File: config.mk
export PLATFORM = sky130hd
export DESIGN_NAME = bitonic_sort_pipe
export DESIGN_NICKNAME = d
export VERILOG_FILES = /design/src/rtl/bitonic_pkg.sv /design/src/rtl/bitonic_cas.sv /design/src/rtl/bitonic_sort_pipe.sv
export SDC_FILE = /design/constraint.sdc
export NUM_CORES = 1
export LEC_CHECK = 0
export BUFFER_PORTS_ARGS = -buffer_cell sky130_fd_sc_hd__buf_2
export CORE_MARGIN = 10
export CORE_UTILIZATION = 45
export CTS_CLUSTER_SIZE = 40
export DETAILED_ROUTE_END_ITERATION = 10
export PLACE_DENSITY = 0.59
export SLEW_MARGIN = 30
export SYNTH_ARGS = -nofsm -noshare
export SYNTH_HDL_FRONTEND = slang
export SYNTH_SLANG_ARGS = --single-unit
File: constraint.sdc
create_clock -name clk -period 3.15 [get_ports clk]
set_input_delay 0.63 -clock clk [delete_from_list [all_inputs] [get_ports clk]]
set_output_delay 0.63 -clock clk [all_outputs]
set_load 0.02 [all_outputs]
File: src/rtl/bitonic_pkg.sv
// Shared helpers for the pipelined bitonic sorter: stage count and the
// per-layer pairing/direction tables, all evaluated at elaboration time.
package bitonic_pkg;

  localparam int MAX_LOG_N = 5;

  // Number of compare layers in a full bitonic sort of 2^log_n elements.
  function automatic int stage_count(input int log_n);
    return (log_n * (log_n + 1)) / 2;
  endfunction

  // Compare distance j of a flat layer index (layers enumerate phase p=1..,
  // and within phase p the distances 2^(p-1) down to 1).
  function automatic int layer_dist(input int layer);
    int l;
    int d;
    l = layer;
    d = 1;
    for (int p = 1; p <= MAX_LOG_N; p++) begin
      if (l >= 0 && l < p) begin
        d = 32'sd1 << (p - 1 - l);
      end else begin
        d = d;
      end
      l = l - p;
    end
    return d;
  endfunction

  // Block size k of the phase a flat layer index belongs to.
  function automatic int layer_block(input int layer);
    int l;
    int k;
    l = layer;
    k = 2;
    for (int p = 1; p <= MAX_LOG_N; p++) begin
      if (l >= 0 && l < p) begin
        k = 32'sd1 << p;
      end else begin
        k = k;
      end
      l = l - p;
    end
    return k;
  endfunction

  // Index of the element paired with idx in the given layer.
  function automatic int pair_partner(input int layer, input int idx);
    return idx ^ layer_dist(layer);
  endfunction

  // Pair direction for the lower index of a pair: 0 = ascending, 1 = descending.
  function automatic logic pair_dir(input int layer, input int idx);
    return ((idx & layer_block(layer)) != 0) ? 1'b1 : 1'b0;
  endfunction

endpackage

File: src/rtl/bitonic_cas.sv
// Combinational compare-and-swap of one pair. The compared word is
// {key, tag}; with TAG_W = 0 it is the bare key. Equal words never swap.
module bitonic_cas #(
  parameter int DATA_W = 8,
  parameter int TAG_W  = 0
) (
  input  logic [DATA_W+TAG_W-1:0] a,
  input  logic [DATA_W+TAG_W-1:0] b,
  input  logic                    dir,
  output logic [DATA_W+TAG_W-1:0] lo,
  output logic [DATA_W+TAG_W-1:0] hi
);

  logic swap_s;

  // Order the pair: lo gets the smaller word when ascending, the larger when descending.
  always_comb begin
    if (dir) begin
      swap_s = (a < b);
    end else begin
      swap_s = (a > b);
    end
    if (swap_s) begin
      lo = b;
      hi = a;
    end else begin
      lo = a;
      hi = b;
    end
  end

endmodule

File: src/rtl/bitonic_sort_pipe.sv
// Fully pipelined bitonic sorter with valid/ready handshake and global stall.
// One register stage per compare layer; each stage carries data, valid and
// the per-transaction sort direction. Optional argsort output is enabled by
// defining BITONIC_SORT_TAG_EN (adds out_tag and tag bits in every stage).
module bitonic_sort_pipe
  import bitonic_pkg::*;
#(
  parameter  int LOG_N  = 3,
  parameter  int DATA_W = 8,
  localparam int N      = 32'sd1 << LOG_N,
  localparam int STAGES = stage_count(LOG_N),
  localparam int OCC_W  = $clog2(STAGES + 1)
) (
  input  logic                clk,
  input  logic                rst_n,
  input  logic                in_valid,
  output logic                in_ready,
  input  logic                in_desc,
  input  logic [N*DATA_W-1:0] in_data,
  output logic                out_valid,
  input  logic                out_ready,
  output logic                out_desc,
  output logic [N*DATA_W-1:0] out_data,
  output logic [OCC_W-1:0]    occupancy
`ifdef BITONIC_SORT_TAG_EN
  ,
  output logic [N*LOG_N-1:0]  out_tag
`endif
);

`ifdef BITONIC_SORT_TAG_EN
  localparam int TAG_W = LOG_N;
`else
  localparam int TAG_W = 0;
`endif
  localparam int EW = DATA_W + TAG_W;

  typedef logic [N-1:0][EW-1:0] vec_t;

  vec_t              in_vec_s;
  vec_t              lay_in_s  [STAGES];
  vec_t              lay_out_s [STAGES];
  vec_t              stage_d   [STAGES];
  vec_t              stage_q   [STAGES];
  logic [STAGES-1:0] vin_s;
  logic [STAGES-1:0] desc_in_s;
  logic [STAGES-1:0] valid_d;
  logic [STAGES-1:0] valid_q;
  logic [STAGES-1:0] desc_d;
  logic [STAGES-1:0] desc_q;
  logic [OCC_W-1:0]  occ_d;
  logic [OCC_W-1:0]  occ_q;
  logic              advance_s;
  logic              in_fire_s;
  logic              out_fire_s;

  // Unpack the input bus into elements, attaching the original index as tag.
  always_comb begin
    for (int i = 0; i < N; i++) begin
`ifdef BITONIC_SORT_TAG_EN
      in_vec_s[i] = {in_data[i*DATA_W +: DATA_W], TAG_W'(i)};
`else
      in_vec_s[i] = in_data[i*DATA_W +: DATA_W];
`endif
    end
  end

  // Compare network: layer s reads the previous stage register (or the input).
  for (genvar s = 0; s < STAGES; s++) begin : g_layer
    if (s == 0) begin : g_first
      assign lay_in_s[s]  = in_vec_s;
      assign vin_s[s]     = in_valid;
      assign desc_in_s[s] = in_desc;
    end else begin : g_next
      assign lay_in_s[s]  = stage_q[s-1];
      assign vin_s[s]     = valid_q[s-1];
      assign desc_in_s[s] = desc_q[s-1];
    end

    // The last LOG_N layers form the final merge; desc flips their direction.
    localparam logic FINAL_MERGE = (s >= STAGES - LOG_N) ? 1'b1 : 1'b0;

    for (genvar i = 0; i < N; i++) begin : g_elem
      localparam int   PARTNER = pair_partner(s, i);
      localparam logic PDIR    = pair_dir(s, i);
      if (PARTNER > i) begin : g_cas
        bitonic_cas #(
          .DATA_W (DATA_W),
          .TAG_W  (TAG_W)
        ) u_cas (
          .a   (lay_in_s[s][i]),
          .b   (lay_in_s[s][PARTNER]),
          .dir (PDIR ^ (FINAL_MERGE & desc_in_s[s])),
          .lo  (lay_out_s[s][i]),
          .hi  (lay_out_s[s][PARTNER])
        );
      end
    end
  end

  assign advance_s  = !valid_q[STAGES-1] || out_ready;
  assign in_fire_s  = in_valid && advance_s;
  assign out_fire_s = valid_q[STAGES-1] && out_ready;

  // Global stall: every stage shifts together on advance, otherwise all hold.
  always_comb begin
    for (int s = 0; s < STAGES; s++) begin
      if (advance_s) begin
        stage_d[s] = lay_out_s[s];
        valid_d[s] = vin_s[s];
        desc_d[s]  = desc_in_s[s];
      end else begin
        stage_d[s] = stage_q[s];
        valid_d[s] = valid_q[s];
        desc_d[s]  = desc_q[s];
      end
    end
  end

  // Vectors in flight: +1 per input transfer, -1 per output transfer.
  always_comb begin
    case ({in_fire_s, out_fire_s})
      2'b10:   occ_d = occ_q + OCC_W'(1);
      2'b01:   occ_d = occ_q - OCC_W'(1);
      default: occ_d = occ_q;
    endcase
  end

  // Stage registers; reset discards everything in flight and clears data.
  always_ff @(posedge clk or negedge rst_n) begin
    if (!rst_n) begin
      for (int s = 0; s < STAGES; s++) begin
        stage_q[s] <= '0;
      end
      valid_q <= '0;
      desc_q  <= '0;
      occ_q   <= '0;
    end else begin
      for (int s = 0; s < STAGES; s++) begin
        stage_q[s] <= stage_d[s];
      end
      valid_q <= valid_d;
      desc_q  <= desc_d;
      occ_q   <= occ_d;
    end
  end

  assign in_ready  = advance_s;
  assign out_valid = valid_q[STAGES-1];
  assign out_desc  = desc_q[STAGES-1];
  assign occupancy = occ_q;

  for (genvar i = 0; i < N; i++) begin : g_out
    assign out_data[i*DATA_W +: DATA_W] = stage_q[STAGES-1][i][EW-1 -: DATA_W];
`ifdef BITONIC_SORT_TAG_EN
    assign out_tag[i*LOG_N +: LOG_N] = stage_q[STAGES-1][i][TAG_W-1:0];
`endif
  end

endmodule

# Word level (Yosys, flattened, before mapping)
# Index checks and enable logic that the tools add are counted.
# totals
word_cells	157
regBits	399
in_bits	69
# op_classes
addsub	2
n_reduce_logical	5
order_cmp	36
n_mux	61
eq_ne	2
# ops
op	count
$mux W8	48
$gt A8 B8 Y1	18
$lt A8 B8 Y1	18
$mux W1	12
$pmux W3 S2	1
$add A3 B1 Y3 const B	1
$sub A3 B1 Y3 const B	1
$eq A2 B1 Y1 const B	1
$eq A2 B2 Y1 const B	1
$logic_and A1 B1 Y1	2
$reduce_bool A2 Y1	1
$logic_not A1 Y1	1
$logic_or A1 B1 Y1	1

# Longest topological paths before layout
# Gate-level depths: netlist of run 1.
# depth
ltp_word	5
ltp_mapped	12
mapped_depth_nobuf	9

# Modules after synthesis
# A second synthesis of run 1 with hierarchy kept.
# unflattened
cells_unflattened	2884
area_unflattened_um2	26583.0
# modules_own_cells
mod	area_per_inst_um2	cells_each	instances	seq_area_each_um2
bitonic_sort_pipe	15142.0	1684	1	9984.6
bitonic_cas	476.7	50	24	0.0

# Worst setup path before layout of run 1
# OpenSTA, ideal clock, no wires.
# synth_timing
kind	input-to-reg
startpoint	in out_ready
endpoint	reg occ_q[2] (netlist: occupancy[2])
required_time_ns	3.071
stages	12
arrival_time_ns	2.582
slack_ns	0.489
path_cell_list	nor2b_1 -> clkbuf_1 -> inv_2 -> clkbuf_1 -> clkbuf_1 -> nand2_1 -> ha_1 -> inv_1 -> fa_1 -> xor2_1 -> nor2_1 -> xor2_1
# synth_via
elab_chain_len	4
elab_cells_between_ends	7
classes_between	2 x eq/ne; 1 x mux; 4 x reduce/logical
# synth_lines
item	line_no	rtl
from (decl)	bitonic_sort_pipe.sv:21	input logic out_ready,
$logic_or A1 B1 Y1	bitonic_sort_pipe.sv:101	assign advance_s = !valid_q[STAGES-1] || out_ready;
$logic_and A1 B1 Y1	bitonic_sort_pipe.sv:102	assign in_fire_s = in_valid && advance_s;
$eq A2 B1 Y1 / $eq A2 B2 Y1 (equally long branches)	bitonic_sort_pipe.sv:122	case ({in_fire_s, out_fire_s})
$pmux W3 S2 / $reduce_bool A2 Y1 (equally long branches)	n/a	
to (signal assigned)	bitonic_sort_pipe.sv:137	occ_q <= '0;
to (signal assigned)	bitonic_sort_pipe.sv:144	occ_q <= occ_d;
to (decl)	bitonic_sort_pipe.sv:52	logic [OCC_W-1:0] occ_q;
# Parallel ways exist; a longest one is shown, timed or not.
# A chain may end at the register's enable or synchronous reset.

# Worst setup path after layout of run 1
# layout_timing
startpoint	reg stage_q, in the netlist lay_in_s[177]
endpoint	reg stage_q, in the netlist lay_in_s[119]
# layout_via
elab_chain_len	3
elab_cells_between_ends	4
classes_between	2 x order compare; 2 x mux
# layout_lines
item	line_no	rtl
from (decl)	bitonic_sort_pipe.sv:44	vec_t stage_q [STAGES];
from (signal, indexed assignment)	bitonic_sort_pipe.sv:140	stage_q[s] <= stage_d[s];
$gt A8 B8 Y1 / $lt A8 B8 Y1 (equally long branches)	bitonic_cas.sv:21, bitonic_cas.sv:19	
$mux W1 *	bitonic_cas.sv:18	if (dir) begin
$mux W8 *	bitonic_cas.sv:23	if (swap_s) begin
# Every way passes the cells marked *; elsewhere a longest branch is shown, timed or not.

==> reports/results.env, run 1 <==
STATUS='finished, final reports clean'
YOSYS_MOST_USED_DFF='dfrtp_1'
SHARE_OF_CELLS_ABOVE_DRIVE_STRENGTH_1=0.107
CTS_RESIZED=0
SYN-CELL-AREA_UM2=23900
POST-ROUTE-WORST-SETUP-SLACK_NS=0.615
LEAKAGEPOWER_nW=12.9
POST-ROUTE-MIN-PERIOD_NS=2.53
FINAL-SETUP-VIOL-COUNT=0
NUMCTSBUFFERS=47
SEQ_POWER_SHARE=0.314
R2R-START='lay_in_s[177]$_DFFE_PN0N_'
CLOCK_SKEW_NS=0.0190
SLEW_HEADROOM=0.456
INSERTEDDIODECOUNT=0
POST_SYNTH_MOST_FREQUENT_CELLS='399 x dfrtp_1, 270 x nand2_1, 252 x o211ai_1, 211 x nand4_1, 195 x inv_1'
YOSYS.CELL_COUNT.TOP_TYPE='dfrtp_1'
ROUTABILITYCONGESTION=0.951
R2R_CELLS=9
CELL_INTERNAL_PWR_W=0.0185
INITIAL_CORE_UTIL=0.454
FIN_TNS_SETUP_NS=0
CLOCKROOTBUFFER='clkbuf_16'
PIN_COUNT_OF_THE_BIGGEST_NET_ENTERING_GLOBAL_ROUTING=223
MAXSLEWVIOLCOUNT=0
CTSHOLDBUFFERS=0
TOTAL_DIE_AREA_UM2=62600
SWSHARE=0.458
R2R_SLACK_NS=0.62
PATH_BUF_INV=2
WORSTMARGINPINSLEW_NS=0.810
TOTAL_ROUTED_LENGTH_MM=67.2
TIMING.HOLD.WS_NS=0.0350
SYN_INST=2601
IRDROPWORSTVDD_mV=0.573
MAX-CAP-VIOLATIONS=0
SYNTHESIS.AREA_PER_INSTANCE_UM2=9.17
NET_COUNT_AFTER_SYNTHESIS=2858
SYNTHTOLAYOUTAREAGROWTH_PCT=12.7
CTS_HTREE_LEVELS=2
POWER.NET_SWITCHING_W=0.0157
CRITPATHARRIVALTIME_NS=3.02
YOSYS.CELL_TYPES.COUNT=42
NUMBER_OF_I_O_PORT_BUFFERS=138
TIMING.CRITICAL_PATH.MODE_CELL='o211ai_1'
DP.FINAL_HPWL_MM=50.1
CRITPATHSLOWESTCELL='o21ai_1'
NETS=2916
GR-USAGE-ALL-LAYERS=0.211
POSTSYNTH.ASYNCRESETSHARE=1.00
CRITICAL_PATH.MAX_STAGE_DELAY_NS=0.67
CLKSLEWWORSTSETUPHOLDPATHS_NS=0.06
FP.DIEW_UM=250
NETLIST_TOP_CELLS_AREA='dfrtp_1 42%, ha_1 9.8%, o211ai_1 7.9%'
FIRST_PASS_GRT_WIRE_LENGTH_MM=109
YOSYS_WARNINGS=0
CLK_PATH_BUF_DEPTH=3
FINALHOLDVIOLCOUNT=0
P_CLK_FRAC=0.167
CTS_SINKS=399
REGTOREGENDPOINT='lay_in_s[119]$_DFFE_PN0N_'
POWER_DENSITY_nW_PER_UM2=1270
TOTALPOWERFINAL_W=0.0342
CRITICAL_PATH.TOP_DELAY_FAMILY='compound AO/OA/AOI/OAI gates'
PLACEMENT.SETUP.WORST_SLACK_NS=0.484
DESIGN.PORTCOUNT=139
FP.DIEH_UM=250
SYNTH_LARGEST_TYPE_AREA_FRACTION=0.419
DESIGN.CORE.AREA_UM2=52600
FLOORPLAN.ROWS=84
MAX_CLOCK_FREQ_MHz=394
POWER_FRAC_COMB=0.519
TIMING_WORST_SETUP_PATH_TYPE='reg2reg'
SYNTH-EDFF-COUNT=0
POST-CTS-SETUP-BUFFER-COUNT=0
HP-CLASS='in2async'
DRT_ITER0_DRC=1781
SYNTH_AREA_LEADER_CELL='dfrtp_1'
CP_MAX_FO=9
NUMBER_OF_ANTENNA_VIOLATIONS_AT_THE_FIRST_CHECK_IN_GLOBAL_ROUTING=0
GRT_SETUP_UNREPAIRED='false'
PERIOD_SHARE=0.805
WORST-ENDPOINT-REQUIRED_NS=3.63
ROUTE.DETAILED.VIAS_PER_INST=5.87
DETAIL_ROUTE.FIRST_PASS.ITERATIONS=6
TRITONCTS='yes'
DR_TOTAL_VIAS=19900
CLOCK_LATENCY_NS=0.59
ANTENNA_VIOLATING_NETS_LEFT=0
GRT.OVERFLOW.TOTAL=0
GRT_PASS1_VIAS=19600
DRCVIOLATIONCOUNT=0
DRT_WL_CELL_UM=19.9
CELL_CHAIN_CRITICAL_PATH='inv_1 -> ha_1 -> nor2b_1 -> o211ai_1 -> a21oi_1 -> o21ai_1 -> buf_4 -> o211ai_1 -> o211ai_1'
CRIT_PATH_END_KIND='register'
CRIT_PATH_START_KIND='register'
SYNTH_SEQ_CELLS=399
YS_SEQ_AREA_FRAC=0.419
[worst max-delay path by stage]
| stage | from | to | slack [ns] | cells past startpoint |
|---|---|---|---|---|
| floorplan | out_ready | occupancy[2]$_DFFE_PN0P_ | 0.49 | 12 |
| global placement | in_data[45] | lay_in_s[297]$_DFFE_PN0N_ | 0.55 | 10 |
| detailed placement | in_data[45] | lay_in_s[297]$_DFFE_PN0N_ | 0.48 | 10 |
| CTS | lay_in_s[177]$_DFFE_PN0N_ | lay_in_s[119]$_DFFE_PN0N_ | 0.61 | 9 |
| global route | lay_in_s[177]$_DFFE_PN0N_ | lay_in_s[116]$_DFFE_PN0N_ | 0.49 | 9 |
| finish | lay_in_s[177]$_DFFE_PN0N_ | lay_in_s[119]$_DFFE_PN0N_ | 0.62 | 9 |
[worst register-to-register path, stage by stage, from the launching register on]
cell and delay (ns):
dfrtp_1 0.46, inv_1 0.08, ha_1 0.31, nor2b_1 0.13
o211ai_1 0.15, a21oi_1 0.13, o21ai_1 0.67, buf_4 0.29
o211ai_1 0.09, o211ai_1 0.14
[power groups by stage]
| stage | clock (W) | sequential, W | combinational, W |
|---|---|---|---|
| after global routing | 0.00607 | 0.0111 | 0.0200 |
| after global placement | 0 | 0.0107 | 0.0171 |
| final | 0.00571 | 0.0108 | 0.0178 |
| after floorplan | 0 | 0.00991 | 0.0132 |
| after detailed placement | 0 | 0.0108 | 0.0177 |
| after CTS | 0.00584 | 0.0107 | 0.0178 |
[registers in the layout, summed over array words and instances (netlist names)]
register	cells
lay_in_s	320
valid_q	6
desc_q	6
occupancy	3
out_data	64
[kinds of logic (layout without fill, tap and decap cells)]
logic type / after synthesis / count (layout) / share of synthesized area
simple gates: 830 / 830 / 0.168
compound gates: 609 / 609 / 0.171
flops: 399 / 399 / 0.419
buf+inv: 385 / 477 / 0.0637
fa+ha+maj: 188 / 188 / 0.0989
mux: 187 / 187 / 0.0785
xor+xnor: 3 / 3 / 0.00110
[cell usage in the layout, fill, tap and decap left out, types with 9 or more instances in the layout]
master and count:
clkinv_2 11, a21oi_1 169, nand4_1 211, buf_2 137
o21a_1 21, o221ai_1 22, ha_1 187, inv_1 195
o211ai_1 252, a21o_1 19, buf_12 10, nand2_1 270
nor2b_1 12, clkbuf_16 49, buf_4 49, mux2i_1 187
nand3b_1 10, dfrtp_1 399, o21ai_0 76, and3b_1 10
or3_1 10, clkbuf_8 9, nor2_1 153, nand3_1 141
[final cells by class]
type	count	area (um2)
fill	4946	25700
multi-input combinational	1817	12400
sequential	399	9980
clock buffer	66	1380
timing repair buffer	198	1300
tap	688	861
inverter	196	743
clock inverter	17	235
[stage by stage]
step | util | area (um2) | instances
3_3_place_gp | 0.480 | 25200 | 3297
2_1_floorplan | - | 23900 | 2601
4_1_cts | 0.511 | 26800 | 3380
3_5_place_dp | 0.480 | 25200 | 3297
5_1_grt | 0.511 | 26900 | 3381
6_report | 0.511 | 26900 | 3381
[routing by layer]
layer  track usage  share of wire
met5             0              0
met4        0.0923          0.042
met3        0.0280          0.046
met2         0.340           0.47
met1         0.279           0.45
No activity file was read; power rests on OpenSTA's default activity.
==> run 2, diff against run 1 <==
Clock period 3.15 ns to 2.5 ns, I/O delays scaled along.
==> reports/results.env, run 2 (synthesis gave the netlist of run 1 again) <==
STATUS='finished, final reports clean'
PLACEMENT.SETUP.WORST_SLACK_NS=0.0563  # -0.427 ns
TOTALPOWERFINAL_W=0.0440  # +28%
GRT_SETUP_UNREPAIRED='false'
MAXSLEWVIOLCOUNT=0  # unchanged
DESIGN.PORTCOUNT=139  # unchanged
CLOCKROOTBUFFER='clkbuf_16'
PATH_BUF_INV=1  # -1
DP.FINAL_HPWL_MM=51.9  # +3.6%
CTS_HTREE_LEVELS=2  # unchanged
CRIT_PATH_START_KIND='register'
DRCVIOLATIONCOUNT=0  # unchanged
CLOCK_LATENCY_NS=0.60  # about the same
INSERTEDDIODECOUNT=0  # unchanged
LARGEST_REGISTER_FFS=320  # unchanged
FIRST_PASS_GRT_WIRE_LENGTH_MM=111  # +2.0%
LAYOUT.CELLS.MOST_COMMON_LIST='399 x dfrtp_1, 270 x nand2_1, 252 x o211ai_1'
FILLERINSTANCES=4909  # -0.75%
CRITPATHSLOWESTCELL='dfrtp_1'
FLOORPLAN.ROWS=84  # unchanged
CLK_PATH_BUF_DEPTH=3  # unchanged
GLOBAL_ROUTE.USAGE.MET3=0.0301  # +0.00217
ANTENNA_VIOLATING_NETS_LEFT=0  # unchanged
TOTAL_ROUTED_LENGTH_MM=69.2  # +3.0%
DESIGN.CORE.AREA_UM2=52600  # unchanged
R2R-START='lay_in_s[172]$_DFFE_PN0N_'
R2R_SLACK_NS=0.16  # -0.46 ns
HP-CLASS='in2reg'
POST-ROUTE-WORST-SETUP-SLACK_NS=0.157  # -0.458 ns
INITIAL_CORE_UTIL=0.454  # unchanged
TIMING.HOLD.WS_NS=0.124  # +0.0893 ns
IRDROPWORSTVDD_mV=0.678  # +18%
FINAL-SETUP-VIOL-COUNT=0  # unchanged
POST-ROUTE-MIN-PERIOD_NS=2.34  # -0.192 ns
GRT.OVERFLOW.TOTAL=0  # unchanged
NUMBER_OF_I_O_PORT_BUFFERS=138  # unchanged
GR-USAGE-ALL-LAYERS=0.216  # +0.00536
CRITICAL_PATH.MAX_STAGE_DELAY_NS=0.54  # -0.13 ns
TIMING.CRITICAL_PATH.MODE_CELL='nand4_1'
REGTOREGENDPOINT='lay_in_s[72]$_DFFE_PN0N_'
DETAIL_ROUTE.FIRST_PASS.ITERATIONS=5  # -1
WORSTMARGINPINSLEW_NS=0.813  # +0.00305 ns
CRIT_PATH_END_KIND='register'
DR_TOTAL_VIAS=20100  # +1.1%
CTS_RESIZED=0  # unchanged
CTS_SINKS=399  # unchanged
GR-USAGE-MET2=0.364  # +0.0238
TRITONCTS='yes'
PERIOD_SHARE=0.937  # +0.133
GR-MAX-USAGE-LAYER='met2'
SLEW_HEADROOM=0.458  # +0.00159
ROUTE.DETAILED.VIAS_PER_INST=5.82  # -0.83%
CP_MAX_FO=16  # +7
NUMBER_OF_ANTENNA_VIOLATIONS_AT_THE_FIRST_CHECK_IN_GLOBAL_ROUTING=0  # unchanged
SETUP.WORST_PATH.START='lay_in_s[172]$_DFFE_PN0N_'
R2R_CELLS=7  # -2
FINAL_CORE_UTILIZATION=0.521  # +0.00943
DRT_ITER0_DRC=1426  # -20%
LEAKAGEPOWER_nW=13.2  # +2.3%
CLOCK_SKEW_NS=0.0294  # +0.0104 ns
NETS=2980  # +2.2%
GRT.MET1_USAGE=0.279  # about the same
POWER_DENSITY_nW_PER_UM2=1610  # +26%
SYNTHTOLAYOUTAREAGROWTH_PCT=14.8
FP.DIEH_UM=250  # unchanged
MAX-CAP-VIOLATIONS=0  # unchanged
CRITPATHARRIVALTIME_NS=2.85  # -0.17 ns
CRITICAL_PATH.TOP_DELAY_FAMILY='compound AO/OA/AOI/OAI gates'
MAX_CLOCK_FREQ_MHz=427  # +8.2%
CLKSLEWWORSTSETUPHOLDPATHS_NS=0.06  # about the same
GRT_PASS1_VIAS=19700  # +0.64%
NUMCTSBUFFERS=46  # -2.1%
WORST-ENDPOINT-REQUIRED_NS=3.00  # -0.63 ns
FIN_TNS_SETUP_NS=0  # unchanged
PIN_COUNT_OF_THE_BIGGEST_NET_ENTERING_GLOBAL_ROUTING=174  # -22%
CRIT_PATH_CAPTURE='lay_in_s[72]$_DFFE_PN0N_'
CELL_CHAIN_CRITICAL_PATH='inv_1 -> ha_1 -> nand4_1 -> a21oi_1 -> o21a_1 -> nand4_1 -> o211ai_1'
FP.DIEW_UM=250  # unchanged
ROUTABILITYCONGESTION=0.901  # -5.2%
FINALHOLDVIOLCOUNT=0  # unchanged
MOST_FREQUENT_STANDARD_CELL_IN_THE_LAYOUT_EXCLUDING_FILL_AND_TAP_CELLS='dfrtp_1'
DRT_WL_CELL_UM=20.1  # +1.0%
TOTAL_DIE_AREA_UM2=62600  # unchanged
TIMING_WORST_SETUP_PATH_TYPE='reg2reg'
CP.DEPTH=7  # -2
SHARE_OF_CELLS_ABOVE_DRIVE_STRENGTH_1=0.125  # +0.0184
-- run 2: worst min path at each step --
stage / from / endpoint / slack (ns) / cells past startpoint
global placement: rst_n / lay_in_s[11]$_DFFE_PN0N_ / 0.43 / 1
finish: in_desc / desc_q[0]$_DFFE_PN0N_ / 0.12 / 3
floorplan: rst_n / desc_q[0]$_DFFE_PN0N_ / 0.20 / 0
detailed placement: rst_n / lay_in_s[11]$_DFFE_PN0N_ / 0.43 / 1
global route: in_desc / desc_q[0]$_DFFE_PN0N_ / 0.14 / 3
CTS: in_desc / desc_q[0]$_DFFE_PN0N_ / 0.10 / 3
-- run 2: cell type report --
| class | count | area (um2) | share of cell area |
|---|---|---|---|
| repair buffers | 263 | 1850 | 0.0677 |
| well taps | 688 | 861 | 0.0314 |
| multi-input cells | 1817 | 12400 | 0.451 |
| inverters | 196 | 743 | 0.0272 |
| flip-flops and latches | 399 | 9980 | 0.365 |
| clock inverters | 16 | 196 | 0.00718 |
| clock buffers | 69 | 1380 | 0.0504 |
-- run 2: timing repair --
action	4_1_cts	5_1_grt
endpoints found under the hold margin	35	0
buffers inserted	0	0
hold buffers	1	0
-- run 2: stage by stage --
stage          instance area, um2  cells
2_1_floorplan               23900   2601
5_1_grt                     27400   3448
3_5_place_dp                25800   3362
6_report                    27400   3448
3_3_place_gp                25800   3362
4_1_cts                     27400   3448
-- run 2: worst min-delay path, delay by kind of cell --
kind                   cells  cell delay, ns
buffers and inverters      1            0.08
and+or+nand+nor            2            0.09
-- run 2: where the power goes --
part           switching (W)  internal [W]  total, W
Sequential           0.00369       0.00974    0.0134
Clock                0.00281       0.00423   0.00704
Combinational         0.0136       0.00990    0.0235
-- run 2: routing by layer --
layer | vias to the layer above | share of wire | wire (um)
li1 | 9759 | - | -
met1 | 9718 | 0.44 | 30600
met2 | 487 | 0.48 | 33400
met3 | 120 | 0.045 | 3120
met4 | 0 | 0.032 | 2210
met5 | - | 0 | 0
